[src/rtl/mem_pkg.sv]
// Shared types and constants for the memory request path in front of mem_cntrl.
package mem_pkg;

  localparam int MEM_ADDR_WIDTH = 24;
  localparam int MEM_DATA_WIDTH = 16;

  typedef struct packed {
    logic                      we;
    logic [MEM_ADDR_WIDTH-1:0] addr;
    logic [MEM_DATA_WIDTH-1:0] wdata;
  } mem_req_t;

endpackage

[src/rtl/sync_fifo.sv]
// Single-clock FIFO. Reads are fall-through: head_data shows the oldest entry.
// A push while full is dropped, and a pop while empty is ignored.
module sync_fifo #(
  parameter int WIDTH = 8,
  parameter int DEPTH = 4
) (
  input  logic                   clk,
  input  logic                   rst,
  input  logic                   push,
  input  logic [WIDTH-1:0]       push_data,
  input  logic                   pop,
  output logic [WIDTH-1:0]       head_data,
  output logic                   full,
  output logic                   empty,
  output logic [$clog2(DEPTH):0] count
);

  localparam int PW = $clog2(DEPTH);

  logic [WIDTH-1:0] mem_q [DEPTH];
  logic [WIDTH-1:0] mem_d [DEPTH];
  logic [PW-1:0]    wr_ptr_q, wr_ptr_d;
  logic [PW-1:0]    rd_ptr_q, rd_ptr_d;
  logic [PW:0]      count_q, count_d;
  logic             do_push, do_pop;

  assign full      = (count_q == (PW+1)'(DEPTH));
  assign empty     = (count_q == '0);
  assign count     = count_q;
  assign head_data = mem_q[rd_ptr_q];
  assign do_push   = push & ~full;
  assign do_pop    = pop & ~empty;

  always_comb begin
    mem_d    = mem_q;
    wr_ptr_d = wr_ptr_q;
    rd_ptr_d = rd_ptr_q;
    count_d  = count_q;
    if (do_push) begin
      mem_d[wr_ptr_q] = push_data;
      wr_ptr_d        = wr_ptr_q + 1'b1;
    end
    if (do_pop) begin
      rd_ptr_d = rd_ptr_q + 1'b1;
    end
    // DEPTH is a power of two, so the pointers wrap on their own.
    case ({do_push, do_pop})
      2'b10:   count_d = count_q + 1'b1;
      2'b01:   count_d = count_q - 1'b1;
      default: count_d = count_q;
    endcase
  end

  always_ff @(posedge clk) begin
    if (rst) begin
      wr_ptr_q <= '0;
      rd_ptr_q <= '0;
      count_q  <= '0;
    end else begin
      wr_ptr_q <= wr_ptr_d;
      rd_ptr_q <= rd_ptr_d;
      count_q  <= count_d;
    end
  end

  always_ff @(posedge clk) begin
    mem_q <= mem_d;
  end

endmodule

[src/rtl/mem_req_queue.sv]
// Buffered request front-end for mem_cntrl: request FIFO, credit-gated read issue,
// and an in-order response FIFO. ADDR_WIDTH/DATA_WIDTH must match mem_pkg.
module mem_req_queue
  import mem_pkg::*;
#(
  parameter int ADDR_WIDTH = MEM_ADDR_WIDTH,
  parameter int DATA_WIDTH = MEM_DATA_WIDTH,
  parameter int DEPTH      = 4
) (
  input  logic                  clk,
  input  logic                  rst,
  input  logic                  req_valid,
  output logic                  req_ready,
  input  logic                  req_we,
  input  logic [ADDR_WIDTH-1:0] req_addr,
  input  logic [DATA_WIDTH-1:0] req_wdata,
  output logic                  rsp_valid,
  input  logic                  rsp_ready,
  output logic [DATA_WIDTH-1:0] rsp_rdata,
  output logic [ADDR_WIDTH-1:0] mem_addr,
  output logic [DATA_WIDTH-1:0] mem_data_in,
  output logic                  mem_r_en,
  output logic                  mem_w_en,
  input  logic [DATA_WIDTH-1:0] mem_data_out,
  input  logic                  mem_rdy,
  input  logic                  mem_cplt,
  output logic                  busy,
  output logic                  err_unexp
);

  localparam int CW = $clog2(DEPTH) + 1;

  // Handshakes: a transfer happens on the rising edge where valid and ready are
  // both high; the client must hold valid and payload steady until then. ready
  // is computed from registered state only, never from same-cycle valid.

  mem_req_t        req_in, req_head;
  logic            req_push, req_pop, req_full, req_empty;
  logic [CW-1:0]   req_count;
  logic            rsp_push, rsp_pop, rsp_full, rsp_empty;
  logic [CW-1:0]   rsp_count;
  logic [CW-1:0]   out_q, out_d;
  logic            err_q, err_d;
  logic            credit_ok, read_pop, cplt_ok;

  always_comb begin
    req_in       = '0;
    req_in.we    = req_we;
    req_in.addr  = req_addr;
    req_in.wdata = req_wdata;
  end

  assign req_ready = ~req_full;
  assign req_push  = req_valid & req_ready;

  sync_fifo #(.WIDTH($bits(mem_req_t)), .DEPTH(DEPTH)) u_req_fifo (
    .clk       (clk),
    .rst       (rst),
    .push      (req_push),
    .push_data (req_in),
    .pop       (req_pop),
    .head_data (req_head),
    .full      (req_full),
    .empty     (req_empty),
    .count     (req_count)
  );

  // A read may issue only if its data is guaranteed a response slot.
  assign credit_ok   = ({1'b0, out_q} + {1'b0, rsp_count}) < (CW+1)'(DEPTH);
  assign mem_addr    = req_head.addr;
  assign mem_data_in = req_head.wdata;
  assign mem_w_en    = ~req_empty & req_head.we;
  assign mem_r_en    = ~req_empty & ~req_head.we & credit_ok;
  assign req_pop     = mem_rdy & (mem_r_en | mem_w_en);
  assign read_pop    = mem_rdy & mem_r_en;
  assign cplt_ok     = mem_cplt & (out_q != '0);

  always_comb begin
    out_d = out_q;
    case ({read_pop, cplt_ok})
      2'b10:   out_d = out_q + 1'b1;
      2'b01:   out_d = out_q - 1'b1;
      default: out_d = out_q;
    endcase
    err_d = err_q | (mem_cplt & (out_q == '0));
  end

  always_ff @(posedge clk) begin
    if (rst) begin
      out_q <= '0;
      err_q <= 1'b0;
    end else begin
      out_q <= out_d;
      err_q <= err_d;
    end
  end

  assign rsp_push = cplt_ok;
  assign rsp_pop  = rsp_valid & rsp_ready;

  sync_fifo #(.WIDTH(DATA_WIDTH), .DEPTH(DEPTH)) u_rsp_fifo (
    .clk       (clk),
    .rst       (rst),
    .push      (rsp_push),
    .push_data (mem_data_out),
    .pop       (rsp_pop),
    .head_data (rsp_rdata),
    .full      (rsp_full),
    .empty     (rsp_empty),
    .count     (rsp_count)
  );

  assign rsp_valid = ~rsp_empty;
  assign busy      = ~req_empty | (out_q != '0);
  assign err_unexp = err_q;

`ifndef SYNTHESIS
  a_rsp_no_overflow: assert property (@(posedge clk) disable iff (rst) !(rsp_push && rsp_full));
  a_out_no_overflow: assert property (@(posedge clk) disable iff (rst)
    !(read_pop && !cplt_ok && out_q == CW'(DEPTH)));
  a_out_no_underflow: assert property (@(posedge clk) disable iff (rst)
    !(cplt_ok && !read_pop && out_q == '0));
  a_req_count_range: assert property (@(posedge clk) disable iff (rst) req_count <= CW'(DEPTH));
`endif

endmodule

[config.mk]
export PLATFORM = sky130hd
export DESIGN_NAME = mem_req_queue
export DESIGN_NICKNAME = d
export VERILOG_FILES = /design/src/rtl/mem_pkg.sv /design/src/rtl/sync_fifo.sv /design/src/rtl/mem_req_queue.sv
export SDC_FILE = /design/constraint.sdc
export NUM_CORES = 1
export LEC_CHECK = 0
export ABC_AREA = 1
export CORE_AREA = 4 4 172 174
export DETAILED_ROUTE_END_ITERATION = 12
export DIE_AREA = 0 0 176 178
export SYNTH_ARGS = -nofsm -noshare
export SYNTH_HDL_FRONTEND = slang
export SYNTH_HIERARCHICAL = 1
export SYNTH_SLANG_ARGS = --single-unit
[constraint.sdc]
create_clock -name clk -period 4.3 [get_ports clk]
set_input_delay 0.86 -clock clk [delete_from_list [all_inputs] [get_ports clk]]
set_output_delay 0.86 -clock clk [all_outputs]
set_load 0.02 [all_outputs]
==> flow_summary_export.csv, run 1 <==
group,metric,value,unit
sta,rsz0062_at_grt,"false",
global_route,antenna_found_initial,3,
global_route,grt_usage,13.1,%
floorplan,core,27800,um2
power,powerDensity,593,nW/um2
clock_network,postCtsSetupBuffers,0,
sta,slew_headroom,48.6,%
floorplan,dieArea,31300,um2
power,p_leak,4.15,nW
detailed_routing,routed_wl,20800,um
sta,timing.hold.ws,0.470,ns
critical_path,crit_fanout,22,
place,placed_area,11300,um2
place,io_buffers,124,
floorplan,start_util,35.1,%
detailed_routing,drtPass1Iterations,5,
clock_network,cts_max_path_buffers,3,
cells_and_area,layout-drive-gt1-share,7.24,%
clock_network,cts_tree,"built",
sta,slew_violations,0,
clock_network,postCtsResizedCells,0,
cells_and_area,final_common_cell,"edfxtp_1",
critical_path,rr_worst_depth,18,
sta,fmax,0.289,GHz
detailed_routing,vias_per_cell,4.76,
sta,worst_pin_slew,0.770,ns
floorplan,ios,125,
cells_and_area,syn_to_final_growth,23.6,%
sta,finalCriticalPeriod,3.46,ns
critical_path,start_kind,"register",
clock_network,cts.clk_slew.worst_paths,0.06,ns
critical_path,critPathArrivalTime,2.60,ns
place,routabilityCongestion,0.730,
cells_and_area,final_cell_area,12100,um2
clock_network,cts_sinks,246,
floorplan,die_h,178,um
hold_path,hp-class,"register to register",
sta,fin_skew,0.0170,ns
global_route,grt_pass1_wl,32600,um
place,dpl.hpwl,12500,um
global_route,grt_remaining_overflow,0,
floorplan,dieWidth,176,um
critical_path,crit_type,"register to output port",
detailed_routing,first_iter_violations,384,
critical_path,r2r_setup_slack,1.46,ns
clock_network,root_buffer,"clkbuf_16",
synthesis,synth_nets,813,
critical_path,cp.depth,5,
flow_run,drv_cap,0,
critical_path,crit_slowest_cell,"clkdlybuf4s50_1",
sta,setup_tns,0,ns
synthesis,avgSynthCellArea,13.3,um2
outcome,outcome,"finished clean",
critical_path,critPathBufInv,3,
critical_path,rr_startpoint,"u_req_fifo/rd_ptr_q[1]$_SDFFE_PP0P_",
cells_and_area,mostFrequentLayoutCells,"228 x edfxtp_1, 134 x nor2_1, 124 x clkdlybuf4s50_1, 66 x o21ai_0, 57 x o22ai_1",
floorplan,core.rowCount,61,
critical_path,r2r-end,"u_req_fifo/count[2]$_SDFFE_PP0P_",
critical_path,cp-end-kind,"output port",
cells_and_area,nets,945,
sta,setup_violations,0,
critical_path,worstSetupEndpoint,"mem_addr[13]",
global_route,grt_max_degree,46,
detailed_routing,post-route-drc-count,0,
clock_network,h-tree-depth,1,
detailed_routing,post_drt_wl_per_cell,16.5,um
synthesis,yosysWarnings,6,
power,vdd_drop_max,0.413,mV
detailed_routing,ant_nets,0,
critical_path,max_stage_delay,0.68,ns
cells_and_area,antenna_cells,0,
synthesis,syn_area,9750,um2
critical_path,crit_path_start,"u_req_fifo/rd_ptr_q[1]$_SDFFE_PP0P_",
global_route,grt_pass1_vias,6059,
sta,finalHoldViolCount,0,
clock_network,hold_buffers,0,
detailed_routing,num_vias,6012,
clock_network,clk_latency,0.52,ns
synthesis,synthCells,734,
critical_path,critPathTopFamily,"buffers and inverters",
critical_path,cp_data_required_time,3.44,ns
sta,finalCritPeriodShare,80.5,%
clock_network,cts_buffers,27,
critical_path,crit_chain,"inv_2 > buf_4 > o21ai_0 > o22ai_1 > clkdlybuf4s50_1",
cells_and_area,final_core_util,43.4,%
[routing by layer]
metal | vias up | share of wire (%) | GRT usage (%)
met3 | 28 | 6.5 | 3.48
li1 | 2917 | - | -
met2 | 141 | 47 | 21.9
met4 | 6 | 1.3 | 3.05
met5 | - | 0.18 | 0
met1 | 2920 | 45 | 17.2
[power by group]
part	leakage, nW	internal (mW)	switching, mW
combinational	1.55	0.822	1.33
clock	0.367	1.15	0.852
sequential	2.23	2.91	0.0900
[worst register-to-register path: stages, from the launching register on]
cell and delay [ns]:
dfxtp_1 0.34, buf_4 0.42, o21ai_0 0.17, o22ai_1 0.31, inv_1 0.07, nor2_1 0.13
nand2_1 0.07, nand2_1 0.13, nand2_1 0.09, inv_1 0.08, ha_1 0.16, inv_1 0.06
fa_1 0.37, inv_1 0.06, nand2_1 0.04, nand3_1 0.08, nand2_1 0.06, nand2_1 0.05
nor2_1 0.04
[final cells by class]
class	instances	area [um2]
fillers	2579	15700
flip-flops and latches	246	7210
multi-input cells	401	2050
repair buffers	139	1350
clock buffers	35	706
well taps	378	473
inverters	51	199
clock inverters	12	56.3
[stage by stage]
step	setup WS [ns]	instances	total power, mW
final	0.840	1262	7.15
after global routing	0.674	1262	7.55
after CTS	0.777	1262	7.25
after detailed placement	1.34	1215	5.22
after global placement	1.37	1215	5.20
after floorplan	0.950	734	4.36
[worst min-delay path by stage]
stage	startpoint	endpoint	slack, ns	cells after the start
2_1_floorplan	u_rsp_fifo/wr_ptr_q[1]$_SDFFE_PP0P_	u_rsp_fifo/wr_ptr_q[1]$_SDFFE_PP0P_	0.47	2
3_3_place_gp	err_unexp$_SDFF_PP0_	err_unexp$_SDFF_PP0_	0.45	2
3_5_place_dp	err_unexp$_SDFF_PP0_	err_unexp$_SDFF_PP0_	0.46	2
4_1_cts	err_unexp$_SDFF_PP0_	err_unexp$_SDFF_PP0_	0.47	2
5_1_grt	err_unexp$_SDFF_PP0_	err_unexp$_SDFF_PP0_	0.51	2
6_report	err_unexp$_SDFF_PP0_	err_unexp$_SDFF_PP0_	0.47	2
[registers in the layout, indices dropped and copies added (netlist names), 3 cells and up]
register          count
u_rsp_fifo/mem_q     64
out_q                 3
u_req_fifo/count      3
u_rsp_fifo/count      3
u_req_fifo/mem_q    164
No activity file was read; power rests on OpenSTA's default activity.
==> run 2: changes to the inputs <==
clock period = 2.8 ns   (was 4.3 ns; I/O delays follow)
==> flow_summary_export.csv, run 2 (synthesized netlist as in run 1, its figures left out) <==
group,metric,value,unit
critical_path,crit_type,"register to output port",
power,swShare,31.6,%
global_route,antenna_found_initial,3,
clock_network,clk_latency,0.52,ns
clock_network,cts_buffers,26,
power,powerDensity,914,nW/um2
sta,slew_violations,0,
detailed_routing,post_drt_wl_per_cell,16.9,um
critical_path,rr_startpoint,"u_req_fifo/rd_ptr_q[0]$_SDFFE_PP0P_",
global_route,grt_max_degree,67,
cells_and_area,reg_top3,"u_req_fifo/mem_q x164, u_rsp_fifo/mem_q x64",
hold_path,hold_depth,2,
power,vdd_drop_max,0.514,mV
floorplan,start_util,35.1,%
clock_network,postCtsSetupBuffers,0,
cells_and_area,syn_to_final_growth,26.2,%
detailed_routing,first_iter_violations,463,
clock_network,h-tree-depth,1,
place,placed_area,11400,um2
critical_path,crit_fanout,30,
global_route,grt_usage,13.0,%
critical_path,critPathArrivalTime,2.12,ns
hold_path,hp-class,"register to register",
clock_network,cts.clk_slew.worst_paths,0.06,ns
sta,timing.hold.ws,0.463,ns
place,routabilityCongestion,0.716,
power,total_power,11.3,mW
floorplan,die_h,178,um
sta,worst_pin_slew,0.506,ns
sta,rsz0062_at_grt,"false",
sta,setup_violations,0,
floorplan,ios,125,
power,p_clk_share,30.0,%
flow_run,drv_cap,0,
detailed_routing,routed_wl,21400,um
detailed_routing,ant_nets,0,
clock_network,cts_max_path_buffers,3,
floorplan,dieArea,31300,um2
place,dpl.hpwl,12500,um
power,intPower,7.69,mW
global_route,grt_pass1_wl,32200,um
cells_and_area,largest_reg_flops,164,
clock_network,cts_sinks,246,
outcome,outcome,"finished clean",
sta,finalHoldViolCount,0,
cells_and_area,layout-drive-gt1-share,9.30,%
detailed_routing,num_vias,6004,
critical_path,start_kind,"register",
floorplan,core,27800,um2
sta,fmax,0.373,GHz
critical_path,cp_data_required_time,2.24,ns
power,comb_power_share,29.0,%
floorplan,core.rowCount,61,
cells_and_area,final_common_cell,"edfxtp_1",
detailed_routing,vias_per_cell,4.72,
critical_path,rr_worst_depth,19,
sta,finalCriticalPeriod,2.68,ns
clock_network,root_buffer,"clkbuf_16",
sta,slew_headroom,66.2,%
clock_network,hold_buffers,0,
critical_path,cp-end-kind,"output port",
cells_and_area,nets,951,
cells_and_area,top_register,"u_req_fifo/mem_q",
power,p_switching,3.56,mW
sta,fin_skew,0.0207,ns
detailed_routing,drtPass1Iterations,6,
power,seq_power_share,41.0,%
critical_path,crit_path_start,"u_req_fifo/rd_ptr_q[0]$_SDFFE_PP0P_",
cells_and_area,mostFrequentLayoutCells,"228 x edfxtp_1, 134 x nor2_1, 77 x clkdlybuf4s50_1, 66 x o21ai_0, 56 x o22ai_1",
sta,finalCritPeriodShare,95.8,%
detailed_routing,post-route-drc-count,0,
global_route,grt_pass1_vias,5923,
clock_network,cts_tree,"built",
power,p_leak,4.42,nW
global_route,grt_remaining_overflow,0,
hold_path,hold_start,"err_unexp$_SDFF_PP0_",
cells_and_area,final_cell_area,12300,um2
place,io_buffers,124,
floorplan,dieWidth,176,um
run 2: cell types whose count changed in the layout (fill, tap and decap cells not counted), moves of 3 or more:
| cell | delta |
|---|---|
| dlymetal6s2s_1 | +8 |
| buf_12 | +7 |
| dlygate4sd2_1 | +36 |
| clkinv_1 | -5 |
| buf_4 | -4 |
| clkdlybuf4s50_1 | -47 |
| clkbuf_8 | +3 |
| clkinv_2 | +3 |
run 2: what timing repair did:
item | in CTS | in global routing
pin swaps | 0 | 0
cloned | 1 | 1
resized for setup | 42 | 15
setup endpoints to repair | 51 | 11
run 2: worst paths after layout:
| check | end | slack (ns) |
|---|---|---|
| hold / removal | err_unexp$_SDFF_PP0_ | 0.46 |
| setup / recovery | mem_addr[15] | 0.12 |
| hold reg to reg | err_unexp$_SDFF_PP0_ | 0.46 |
| setup reg to reg | u_req_fifo/count[2]$_SDFFE_PP0P_ | 0.34 |
run 2: power groups by stage:
| stage | combinational [mW] | sequential [mW] | clock, mW |
|---|---|---|---|
| after global routing | 3.56 | 4.65 | 3.63 |
| after CTS | 3.28 | 4.61 | 3.48 |
| after detailed placement | 3.41 | 4.69 | 0 |
| final | 3.26 | 4.62 | 3.38 |
| after global placement | 3.39 | 4.67 | 0 |
| after floorplan | 2.03 | 4.67 | 0 |
run 2: worst max-delay path, stage by stage (launching register included):
cell	delay [ns]
dfxtp_4	0.38
inv_2	0.18
bufbuf_16	0.37
nor2_1	0.07
o22ai_2	0.23
dlygate4sd2_1	0.37
run 2: area by class of cell:
| class | count | area (um2) |
|---|---|---|
| fillers | 2568 | 15500 |
| flip-flops and latches | 246 | 7210 |
| multi-input cells | 401 | 2060 |
| repair buffers | 146 | 1510 |
| clock buffers | 36 | 739 |
| well taps | 378 | 473 |
| inverters | 51 | 199 |
| clock inverters | 12 | 114 |
| diodes | 1 | 2.50 |
run 2: metal layers:
metal | GRT usage, % | vias to the layer above | share of wire (%)
met3 | 3.07 | 34 | 5.6
met4 | 3.61 | 4 | 1.9
li1 | - | 2940 | -
met2 | 21.5 | 135 | 47
met5 | 0 | - | 0.13
met1 | 17.3 | 2891 | 45
run 2: through the flow:
stage	util, %	instances	TNS, ns	setup WS (ns)
3_5_place_dp	41.1	1220	0	0.326
5_1_grt	44.3	1271	0	0.00744
4_1_cts	44.1	1269	0	0.00207
6_report	44.3	1271	0	0.117
2_1_floorplan	-	734	-41.06	-0.250
3_3_place_gp	41.1	1220	0	0.384
==> edit 1: new RTL, config.mk and constraints of run 1 <==
`DEPTH` is set to 4 in 2 places; all go to 8.
--- a/src/rtl/sync_fifo.sv
+++ b/src/rtl/sync_fifo.sv
@@ -4,3 +4,3 @@
   parameter int WIDTH = 8,
-  parameter int DEPTH = 4
+  parameter int DEPTH = 8
 ) (
--- a/src/rtl/mem_req_queue.sv
+++ b/src/rtl/mem_req_queue.sv
@@ -7,3 +7,3 @@
   parameter int DATA_WIDTH = MEM_DATA_WIDTH,
-  parameter int DEPTH      = 4
+  parameter int DEPTH      = 8
 ) (
Formal check against the unedited RTL: not equivalent (Yosys sat finds a counterexample within 10 cycles, from zero or initial values and one cycle with rst high).
==> edit 1 against run 1 <==
- final area is 89% higher
- synthesized area rose by 100%
- worst setup slack lost 0.46 ns
- via count is 120% higher
- non-clock buffer count grew 11
- critical path depth increased by 1
- routed wire length increased by 100%
- sequential cell count increased by 235
- highest routed layer unchanged
- total power up 110%
==> edit 1: results (changes against run 1) <==
Clock network latency to the later pin of the worst-skew pair -> 0.55 ns (+0.03 ns)
Placed wire-length estimate -> 21.3 mm (+71%)
Net count after synthesis -> 1853 (+130%)
GRT Total Usage -> 26.6% (+13 points)
Non-filler cells, final -> 2298 (+82%)
Layout Skew -> 0.0128 ns (-0.00416 ns)
Status -> finished, final reports clean
Worst VDD drop -> 0.000494 V (+20%)
R2R cell count -> 19 (+1)
CP Max Fanout -> 65 (+200%)
Slew @ Worst Pin -> 1.05 ns (+0.281 ns)
H-tree levels -> 2 (+1)
Clock buffer count from CTS -> 47 (+74%)
Post-DP Area -> 0.0213 mm^2 (+89%)
Share of cells above drive strength 1 -> 5.57% (-1.7 points)
Fillers -> 1595 (-38%)
Worst r2r src -> u_req_fifo/rd_ptr_q[0]$_SDFFE_PP0P_
Worst Setup SP -> u_rsp_fifo/rd_ptr_q[0]$_SDFFE_PP0P_
R2r setup slk -> 1.13 ns (-0.33 ns)
WL per Instance -> 18.1 um (+9.8%)
Arrival time at the worst endpoint -> 3.06 ns (+0.46 ns)
Leakage -> 8.46 nW (+100%)
Iteration-0 DRC count of the detailed router -> 1423 (+270%)
Vias -> 13000 (+120%)
First-pass GRT wire length -> 65.0 mm (+99%)
Largest net degree at the start of global routing -> 167 (+260%)
Worst hold margin -> 0.458 ns (-0.0126 ns)
Placed Cells -> 2213 (+82%)
## edit 1: per-stage QoR
step	setup WS (ns)	power, W	util, %
2_1_floorplan	0.816	0.00950	-
3_3_place_gp	1.09	0.0112	76.8
3_5_place_dp	1.03	0.0113	76.8
4_1_cts	0.363	0.0152	82.0
5_1_grt	0.204	0.0161	82.0
6_report	0.376	0.0151	82.0
## edit 1: cell type report
cell class                      count  area share, %
Clock buffer                       62           5.51
Clock inverter                     23          0.824
Inverter                           56          0.929
Multi-Input combinational cell   1148           21.8
Sequential cell                   481           62.4
Tap cell                          378           2.08
Timing Repair Buffer              150           6.53
## edit 1: metal layers
layer | share of wire (%) | track usage, % | up-vias
met4 | 2.1 | 6.76 | 2
li1 | - | - | 6224
met5 | 0.019 | 0 | -
met3 | 7.6 | 4.05 | 77
met2 | 51 | 47.5 | 525
met1 | 39 | 34.7 | 6161
## edit 1: worst max-delay path by stage
stage                                            endpoint  slack [ns]  cells past startpoint
final                                       rsp_rdata[13]        0.38                      6
after global routing                         rsp_rdata[2]        0.20                      6
after CTS                                   rsp_rdata[13]        0.36                      6
after floorplan           u_req_fifo/mem_q[123]$_DFFE_PP_        0.82                      6
after global placement                       rsp_rdata[0]        1.09                      6
after detailed placement                    rsp_rdata[13]        1.03                      6
## edit 1: power breakdown
group | total [W] | leakage [nW] | internal, W | switching [W]
Clock | 0.00384 | 0.699 | 0.00222 | 0.00161
Sequential | 0.00571 | 4.34 | 0.00554 | 0.000168
Combinational | 0.00560 | 3.43 | 0.00201 | 0.00358
## edit 1: worst max-delay path, stage by stage (launching register included)
cell	delay [ns]
dfxtp_2	0.49
inv_2	0.84
o21ai_0	0.29
nand2_1	0.13
nand2_1	0.06
nand2_1	0.11
clkdlybuf4s50_1	0.61
==> edit 2: new RTL, flow settings as in run 1 <==
Without the edit above. Reset style: asynchronous (`rst`), changed in 2 clocked blocks.
--- a/src/rtl/sync_fifo.sv
+++ b/src/rtl/sync_fifo.sv
@@ -53,3 +53,3 @@
 
-  always_ff @(posedge clk) begin
+  always_ff @(posedge clk or posedge rst) begin
     if (rst) begin
--- a/src/rtl/mem_req_queue.sv
+++ b/src/rtl/mem_req_queue.sv
@@ -87,3 +87,3 @@
 
-  always_ff @(posedge clk) begin
+  always_ff @(posedge clk or posedge rst) begin
     if (rst) begin
Formal check against the unedited RTL: differs if rst is asserted again (counterexample within 4 cycles, from zero or initial values and one cycle with rst high); with rst held inactive, the same outputs for 4 cycles.
==> edit 2 against run 1 <==
- die area did not move
- routed wire length fell by 3.2%
- total power rose by 29%
- synthesized area rose by 7.0%
- final area rose by 6.5%
- worst setup slack got worse by 0.17 ns
- sequential cell count did not move
- count of clock-buffer cells in the layout fell by 6
- critical endpoint is now mem_data_in[1]
- largest cell class unchanged
==> edit 2: results (changes against run 1) <==
Status -> finished, final reports clean
Final-stage net count -> 1045 (+11%)
Post-CTS sizing -> 0 (unchanged)
Root Buffer Master -> clkbuf_16
Iteration-0 DRC count of the detailed router -> 320 (-17%)
Pre-CTS WS -> 1.18 ns (-0.156 ns)
Share of cells above drive strength 1 -> 8.24% (+1.0 points)
Biggest regs -> u_req_fifo/mem_q (164), u_rsp_fifo/mem_q (64)
Top Metal Used -> met5
Bufs on Longest Clock Path -> 3 (unchanged)
Leakage -> 5.12 nW (+23%)
Hold crit path type -> reg2reg
R2R cell count -> 17 (-1)
Logic power comb -> 0.00379 W (+76%)
Slew HR -> 32.8% (-16 points)
CP Max Fanout -> 62 (+180%)
Vias -> 6120 (+1.8%)
N_diodes -> 0 (unchanged)
WHS Path Cells -> 1 (-1)
# Post-CTS Setup Buffers -> 0 (unchanged)
First-pass GRT wire length -> 32.1 mm (-1.6%)
Met1 WL -> 8.70 mm (-6.6%)
Worst VDD drop -> 0.000414 V (+0.32%)
Layout Skew -> 0.00940 ns (-0.00759 ns)
Fillers -> 2575 (-0.16%)
Metal2 WL -> 9.56 mm (-2.4%)
Clock power frac -> 23.0% (-4.9 points)
Antenna violations before repair -> 1 (-2)
Net count after synthesis -> 915 (+13%)
WL per Instance -> 14.8 um (-10%)
H-tree levels -> 1 (unchanged)
Clock buffer count from CTS -> 27 (unchanged)
Clock network latency to the later pin of the worst-skew pair -> 0.53 ns
Largest net degree at the start of global routing -> 66 (+43%)
WL met3 -> 1.45 mm (+7.1%)
Port bufs -> 124 (unchanged)
GRT Total Usage -> 12.9% (-0.22 points)
Reg clk slew, reported paths -> 0.06 ns (about the same)
Arrival time at the worst endpoint -> 2.77 ns (+0.17 ns)
Switching part of the total -> 36.3% (+4.5 points)
DR pass1 iterations -> 4 (-1)
Placed wire-length estimate -> 12.6 mm (+1.3%)
Placer Congestion -> 0.722 (-1.2%)
Yosys warnings -> 6 (unchanged)
## edit 2: metrics by stage
step / instances / area [um^2] / power [W] / util (%)
final: 1361 / 12800 / 0.00925 / 46.2
after global routing: 1361 / 12800 / 0.00991 / 46.2
after floorplan: 836 / 10400 / 0.00590 / -
after detailed placement: 1315 / 12000 / 0.00724 / 43.2
after global placement: 1315 / 12000 / 0.00720 / 43.2
after CTS: 1361 / 12800 / 0.00942 / 46.2
## edit 2: path summary, 6_finish.rpt
check / start / end / slack [ns]
worst max register to register: u_req_fifo/rd_ptr_q[0]$_DFFE_PP0P_ / u_req_fifo/count[2]$_DFFE_PP0P_ / 1.46
worst min-delay path: err_unexp$_DFF_PP0_ / err_unexp$_DFF_PP0_ / 0.46
min in group asynchronous: rst / err_unexp$_DFF_PP0_ / 0.60
worst max-delay path: u_req_fifo/rd_ptr_q[0]$_DFFE_PP0P_ / mem_data_in[1] / 0.67
worst min register to register: err_unexp$_DFF_PP0_ / err_unexp$_DFF_PP0_ / 0.46
max in group asynchronous: rst / u_req_fifo/rd_ptr_q[1]$_DFFE_PP0P_ / 3.41
## edit 2: final cells by class
class                      instances  share of cell area [%]
inverter                         165                    4.84
clock buffer                      29                    5.32
timing repair buffer             138                    11.0
clock inverter                    17                    1.08
multi-input combinational        388                    17.2
sequential                       246                    56.9
tap                              378                    3.68
## edit 2: worst max-delay path: stages, from the launching register on
cell and delay [ns]:
dfrtp_1 0.41, inv_4 0.46, buf_4 0.48, o211ai_1 0.13
nand2_1 0.13, clkdlybuf4s50_1 0.62
## edit 2: per-layer routing
layer | global-route usage [%] | up-vias
li1 | - | 3100
met1 | 16.4 | 2852
met2 | 22.0 | 136
met3 | 3.92 | 30
met4 | 2.63 | 2
met5 | 0 | -
